File: src/rtl/lut_sweep_eval.sv
// Run-time programmable N_IN-input truth-table evaluator with serial table load,
// valid/ready vector evaluation and a full-table sweep stream.
module lut_sweep_eval #(
    parameter int                  N_IN    = 3,
    parameter logic [2**N_IN-1:0]  INIT_TT = '0
) (
    input  logic            clk,
    input  logic            rst_n,
    input  logic            cfg_valid,
    input  logic            cfg_bit,
    output logic            cfg_ready,
    output logic            cfg_done,
    input  logic            in_valid,
    input  logic [N_IN-1:0] in_data,
    output logic            in_ready,
    input  logic            sweep_start,
    output logic            busy,
    output logic            out_valid,
    input  logic            out_ready,
    output logic            out_data,
    output logic [N_IN-1:0] out_idx,
    output logic            out_last
);
    localparam int              DEPTH    = 2**N_IN;
    localparam logic [N_IN:0]   LAST_POS = (N_IN+1)'(DEPTH-1);

    typedef enum logic [1:0] {IDLE, LOAD, SWEEP} state_t;

    state_t           state_reg;
    logic [DEPTH-1:0] tt_reg;
    logic [DEPTH-1:0] shadow_reg;
    logic [DEPTH-1:0] shadow_next;
    logic [N_IN:0]    cnt_reg;
    logic [N_IN:0]    idx_reg;
    logic             slot_free;
    logic             is_idle;

    assign is_idle     = (state_reg == IDLE);
    assign slot_free   = !out_valid || out_ready;
    assign in_ready    = is_idle && !sweep_start && !cfg_valid && slot_free;
    assign cfg_ready   = (is_idle && !sweep_start) || (state_reg == LOAD);
    assign busy        = !is_idle;
    assign shadow_next = {shadow_reg[DEPTH-2:0], cfg_bit};

    always_ff @(posedge clk or negedge rst_n) begin
        if (!rst_n) begin
            state_reg  <= IDLE;
            tt_reg     <= INIT_TT;
            shadow_reg <= '0;
            cnt_reg    <= '0;
            idx_reg    <= '0;
            out_valid  <= 1'b0;
            out_data   <= 1'b0;
            out_idx    <= '0;
            out_last   <= 1'b0;
            cfg_done   <= 1'b0;
        end else begin
            cfg_done <= 1'b0;
            // A consumed result drops valid unless a new one is loaded below.
            if (out_valid && out_ready)
                out_valid <= 1'b0;

            case (state_reg)
                IDLE: begin
                    if (sweep_start) begin
                        state_reg <= SWEEP;
                        idx_reg   <= '0;
                    end else if (cfg_valid) begin
                        shadow_reg <= shadow_next;
                        cnt_reg    <= (N_IN+1)'(1);
                        state_reg  <= LOAD;
                    end else if (in_valid && slot_free) begin
                        out_valid <= 1'b1;
                        out_data  <= tt_reg[in_data];
                        out_idx   <= in_data;
                        out_last  <= 1'b0;
                    end
                end
                LOAD: begin
                    if (cfg_valid) begin
                        shadow_reg <= shadow_next;
                        // Table swaps in one cycle so evaluations never see a partial load.
                        if (cnt_reg == LAST_POS) begin
                            tt_reg    <= shadow_next;
                            cfg_done  <= 1'b1;
                            cnt_reg   <= '0;
                            state_reg <= IDLE;
                        end else begin
                            cnt_reg <= cnt_reg + 1'b1;
                        end
                    end
                end
                SWEEP: begin
                    if (slot_free) begin
                        out_valid <= 1'b1;
                        out_data  <= tt_reg[idx_reg[N_IN-1:0]];
                        out_idx   <= idx_reg[N_IN-1:0];
                        out_last  <= (idx_reg == LAST_POS);
                        idx_reg   <= idx_reg + 1'b1;
                        if (idx_reg == LAST_POS)
                            state_reg <= IDLE;
                    end
                end
                default: state_reg <= IDLE;
            endcase
        end
    end
endmodule

File: config.mk
export PLATFORM = sky130hd
export DESIGN_NAME = lut_sweep_eval
export DESIGN_NICKNAME = d
export VERILOG_FILES = /design/src/rtl/lut_sweep_eval.sv
export SDC_FILE = /design/constraint.sdc
export NUM_CORES = 1
export LEC_CHECK = 0
export CAP_MARGIN = 15
export CORE_MARGIN = 8
export CORE_UTILIZATION = 30
export DETAILED_ROUTE_END_ITERATION = 10
export GPL_ROUTABILITY_DRIVEN = 0
export REMOVE_ABC_BUFFERS = 1
export SLEW_MARGIN = 20
export SYNTH_ARGS = -nofsm -noshare
export SYNTH_HDL_FRONTEND = slang
export SYNTH_SLANG_ARGS = --single-unit
File: constraint.sdc
create_clock -name clk -period 2.68 [get_ports clk]
set_clock_uncertainty 0.05 [all_clocks]
set_input_delay 0.536 -clock clk [delete_from_list [all_inputs] [get_ports clk]]
set_output_delay 0.536 -clock clk [all_outputs]
set_load 0.005 [all_outputs]
# Word level (Yosys, flattened, before mapping)
# Index checks and enable logic that the tools add are counted.
# Widths: inputs -> output; s select.
dict set report op_classes {
  n_eq_ne 14
  n_mux 46
  magnitude_cmp 2
  n_reduce_logical 20
  add_sub_neg 2
}
# operator count
set op_table {}
lappend op_table {{$mux 4} 6}
lappend op_table {{$mux 1} 18}
lappend op_table {{$mux 8} 2}
lappend op_table {{$pmux 4 s2} 2}
lappend op_table {{$pmux 8 s2} 1}
lappend op_table {{$ne 2x2->1 const B} 7}
lappend op_table {{$mux 2} 6}
lappend op_table {{$mux 3} 4}
lappend op_table {{$reduce_and 5->1} 2}
lappend op_table {{$add 4x1->4 const B} 2}
lappend op_table {{$eq 4x3->1 const B} 2}
lappend op_table {{$lt 3x4->1 const B} 2}
lappend op_table {{$bmux 1 s3} 2}
lappend op_table {{$pmux 1 s2} 3}
lappend op_table {{$pmux 2 s3} 1}
lappend op_table {{$pmux 3 s2} 1}
lappend op_table {{$reduce_and 3->1} 2}
lappend op_table {{$logic_and 1x1->1} 5}
lappend op_table {{$logic_not 1->1} 4}
lappend op_table {{$ne 2x1->1 const B} 2}
lappend op_table {{$reduce_and 4->1} 1}
lappend op_table {{$reduce_bool 2->1} 2}
lappend op_table {{$ne 3x3->1 const B} 1}
lappend op_table {{$eq 2x1->1 const B} 1}
lappend op_table {{other kinds (4)} 5}
dict set report totals {
  ff_bits 33
  inputBits 10
}

# Logic depth before layout (Yosys ltp)
# Gate-level depths: netlist of run 1.
dict set report logic_depth {
  word_depth 7
  mapped_depth 6
  depth_no_buf 5
}

# Worst setup path after synthesis of run 1
# Ideal clock, no wire load.
dict set report synth_path {
  kind {input to register}
  startpoint {input port in_data[1]}
  endpoint {register out_data}
  required_time_ns 2.506
  setup_time_ns 0.124
  arrival_time_ns 1.421
  stages 4
  path_slack_ns 1.085
  path_cell_list {mux4_2 -> nand2b_1 -> a32oi_1 -> o31a_1}
}
dict set report synth_via {
  elab_chain_len 6
}
# item line_no
set synth_rtl {}
lappend synth_rtl {{from (decl)} 14} ;# input logic [N_IN-1:0] in_data,
lappend synth_rtl {{$bmux 1 s3} 74} ;# out_data <= tt_reg[in_data];
lappend synth_rtl {{$mux 1 (not written as such)} 74}
lappend synth_rtl {{$mux 1} 72} ;# end else if (in_valid && slot_free) begin
lappend synth_rtl {{$mux 1} 68} ;# end else if (cfg_valid) begin
lappend synth_rtl {{$mux 1} 65} ;# if (sweep_start) begin
lappend synth_rtl {{$pmux 1 s2} 63} ;# case (state_reg)
lappend synth_rtl {{to (signal assigned)} 74}
lappend synth_rtl {{to (signal assigned)} 96} ;# out_data <= tt_reg[idx_reg[N_IN-1:0]];
lappend synth_rtl {{to (decl)} 20} ;# output logic out_data,
# No other way between the ends. The select of a mux whose other input is x is not followed.
# A chain may end at the register's enable or synchronous reset.

# Final worst setup path of run 1
dict set report layout_path {
  startpoint {input port out_ready}
  endpoint {output port in_ready}
}
dict set report layout_via {
  elab_chain_len 2
}
# item line_no
set layout_rtl {}
lappend layout_rtl {{from (decl)} 19} ;# input logic out_ready,
lappend layout_rtl {{$logic_or 1x1->1} 39} ;# assign slot_free = !out_valid || out_ready;
lappend layout_rtl {{$logic_and 1x1->1} 40} ;# assign in_ready = is_idle && !sweep_start && !cfg_valid && slot_free;
lappend layout_rtl {{to (decl)} 15} ;# output logic in_ready,
# No other way between the ends.

==> impl_results.md, run 1 <==
- DRC: 0
- Synth Flop Type: dfrtp_1
- Unrepaired setup endpoints after global routing: no
- DP Wirelength: approximately 2300 um
- Maximum fanout along the worst path: 3
- Maxcap violations: 0
- Area share of fa/ha/maj cells after synthesis: 1.585%
- Cts-stage hold buffer count: 0
- Fraction of synthesized area in multiplexers: 18.86%
- Max IR drop VDD: 0.3579 mV
- Final WL: 3245 um
- Seq/Total Area, Yosys: ~51%
- # nets final: 170
- Yosys warns: 0
- Vert. Die Dim: 88.55 um
- Simple-Gate Fraction of Synth Area: approximately 12%
- Initial antenna violation count: 0
- Clk pin slew, worst setup/hold paths: around 70 ps
- H-tree level count: 2
- Largest net degree at the start of global routing: 33
- Max Clk Rate: 0.3917 GHz
- Yosys top cell by area: dfrtp_1
- Area Overhead vs Synth: 23.14%
- Post-Synthesis Cells: 136
- CTS Buf Count: 5
- Largest family of logic cells by synthesized area: multiplexers
- Placeable Area: just over 0.005 mm^2
- Multi-input logic area: 720.7 um^2
- Area of the mapped netlist: between 0.0015 and 0.002 mm^2
- GRT overflow: 0
- CTS Sinks: 32
- Vias in the first global route: 1156
- First-pass GRT wire length: 5589 um
- Asr flop ratio synth: 100.0%
- Latest clock arrival within the worst-skew pair: 280 ps
- Synth Area in Compound Gates: 12.68%
- Worst hold start: out_idx[1]
- Die area: slightly below 0.008 mm^2
- Via-to-Cell Ratio: 4.904
- Worst EP arrival: 1970 ps
- Initial Util: between 30% and 40%
- Endpoints failing hold: 0
- Syn_area_per_cell: 11.61 um^2
- Yosys reg bits: 32
- Setup violators final: 0
- ANT cells: 0
- Synth top cells by count: dfrtp_1 (32), mux2_2 (18), nand2_1 (14)
- IO buf count: 19
- # Post-CTS Setup Buffers: 0
- Number of synthesized flops with an enable pin: 0
- Status: complete, no violations
- Slew margin rel.: around 58%
- Max reg flops: 8
- Max Buffers Root-to-Sink: 2
- Total vias in the final route: 1123
- Actual slew at the worst max-slew pin: 625.4 ps
- CTS tree: built
- Crit path time final: roughly 2600 ps
- Die Wd: about 89 um
- Nature of the critical path endpoint: primary output
- Synth top area share: 50.71%
- WP data required: 2090 ps
- First-pass DRT Iterations: 4
- GRT Util Overall: under 10%
- Reg2reg start: state_reg[1]
- Final setup TNS: 0 ps
- Number of fill cells: 502
- Worst setup startpoint: out_ready
- Root Buffer: clkbuf_8
- Initial DRC count: 65
- Register area: 800.8 um^2
- Final ANT Viol Nets: 0
- Worst Hold Class: flip-flop to flip-flop
- Power density over the cells: 835.0 mW/mm^2
- Crit path kind: input pin to primary output
- Final Max Slew Viols: 0
- Most frequent cell after synthesis: dfrtp_1
- Pleak: 0.8303 nW
- # rows: 26
- Final period util: a little over nine tenths
- Post-DR wirelength/cell: 14.17 um
- Worst setup SP type: input pin
- Xor and xnor area share after synthesis: 0%
- Final hold slack: 427.4 ps
- Distinct cells, synth: 35
- Ports: 20
- Fraction of layout cells with a size suffix above 1: between 20% and 30%
- Synth top area cells: dfrtp_1 (51%), mux2_2 (13%), nand2_1 (3.3%), mux2i_1 (3.2%), o21ai_0 (3.2%)
==> kinds of logic (layout without fill, tap and decap cells) <==
group / count (synthesis) / after routing
compound gates: 29 / 29
mux: 25 / 25
simple gates: 37 / 37
flops: 32 / 32
fa+ha+maj: 2 / 2
buf+inv: 11 / 34
==> final timing paths <==
path / end / slack [ps] / depth (start not counted)
max: in_ready / 130 / 5
min: out_idx[1] / 430 / 2
max reg2reg: tt_reg[0] / 910 / 4
min reg2reg: out_idx[1] / 430 / 2
max in group asynchronous: idx_reg[3] / 1690 / 2
min in group asynchronous: shadow_reg[2] / 600 / 2
==> power breakdown <==
part / internal, mW / total [mW] / switching (mW)
combinational: 0.243 / 0.437 / 0.194
clock: 0.275 / 0.461 / 0.186
sequential: 0.596 / 0.725 / 0.129
total: 1.11 / 1.62 / 0.510
==> worst max-delay path: stages <==
cell	delay, ps
clkdlybuf4s50_1	480
nand2b_1	130
nand2_1	120
nor4_2	160
clkdlybuf4s50_1	550
==> through the flow <==
step                      power, mW  cells  setup WS, ps  cell area [um^2]  util [%]
after global placement        1.158    221         59.56              1827     35.77
final                         1.623    229         126.9              1944     38.07
after floorplan              0.9710    130          1074              1534         -
after global routing          1.731    229         31.02              1944     38.07
after CTS                     1.639    229         52.04              1938     37.95
after detailed placement      1.176    221         81.74              1827     35.77
==> per-layer routing <==
| layer | part of all wire [%] | up-vias | track usage (%) |
|---|---|---|---|
| met5 | 0 | - | 0 |
| met4 | 0.71 | 0 | 3.226 |
| met3 | 3.7 | 2 | 3.714 |
| met2 | 49 | 15 | 14.12 |
| met1 | 46 | 567 | 11.13 |
| li1 | - | 539 | - |
==> cells in the final DEF, fill, tap and decap left out, drive strengths merged, types with 2 or more instances in the layout <==
cell	synthesis	layout
dfrtp	32	32
nor2	4	4
a32o	2	2
clkbuf	1	5
mux2i	5	5
o21ai	10	10
nand3	3	3
a22o	3	3
nor2b	3	3
ha	2	2
a21oi	4	4
mux2	18	18
nand2	14	14
buf	5	2
nand2b	6	6
nand3b	2	2
nand4	2	2
inv	5	5
clkdlybuf4s50	0	19
mux4	2	2
o31ai	2	2
==> final cells by class <==
class                      count  share of cell area (%)
tap                           70                   4.505
timing repair buffer          21                   10.55
sequential                    32                   41.18
multi-input combinational     93                   37.07
inverter                       5                  0.9653
clock buffer                   5                   3.539
clock inverter                 3                   2.188
==> repair_timing <==
item,CTS,global route
gates resized for setup,0,1
endpoints found under the hold margin,0,0
setup endpoints to repair,0,1
(Power assumes the default switching activity.)
==> inputs of run 2 (changes only) <==
- CTS_BUF_LIST: not set -> sky130_fd_sc_hd__clkbuf_8
- CTS_CLUSTER_DIAMETER: not set -> 50
==> results of run 2 <==
No change in the layout: final DEF, timing and power equal those of run 1.
==> inputs of run 3 (changes only) <==
- CAP_MARGIN: 15 -> not set
==> results of run 3 <==
No change in the layout: final DEF, timing and power equal those of run 1.
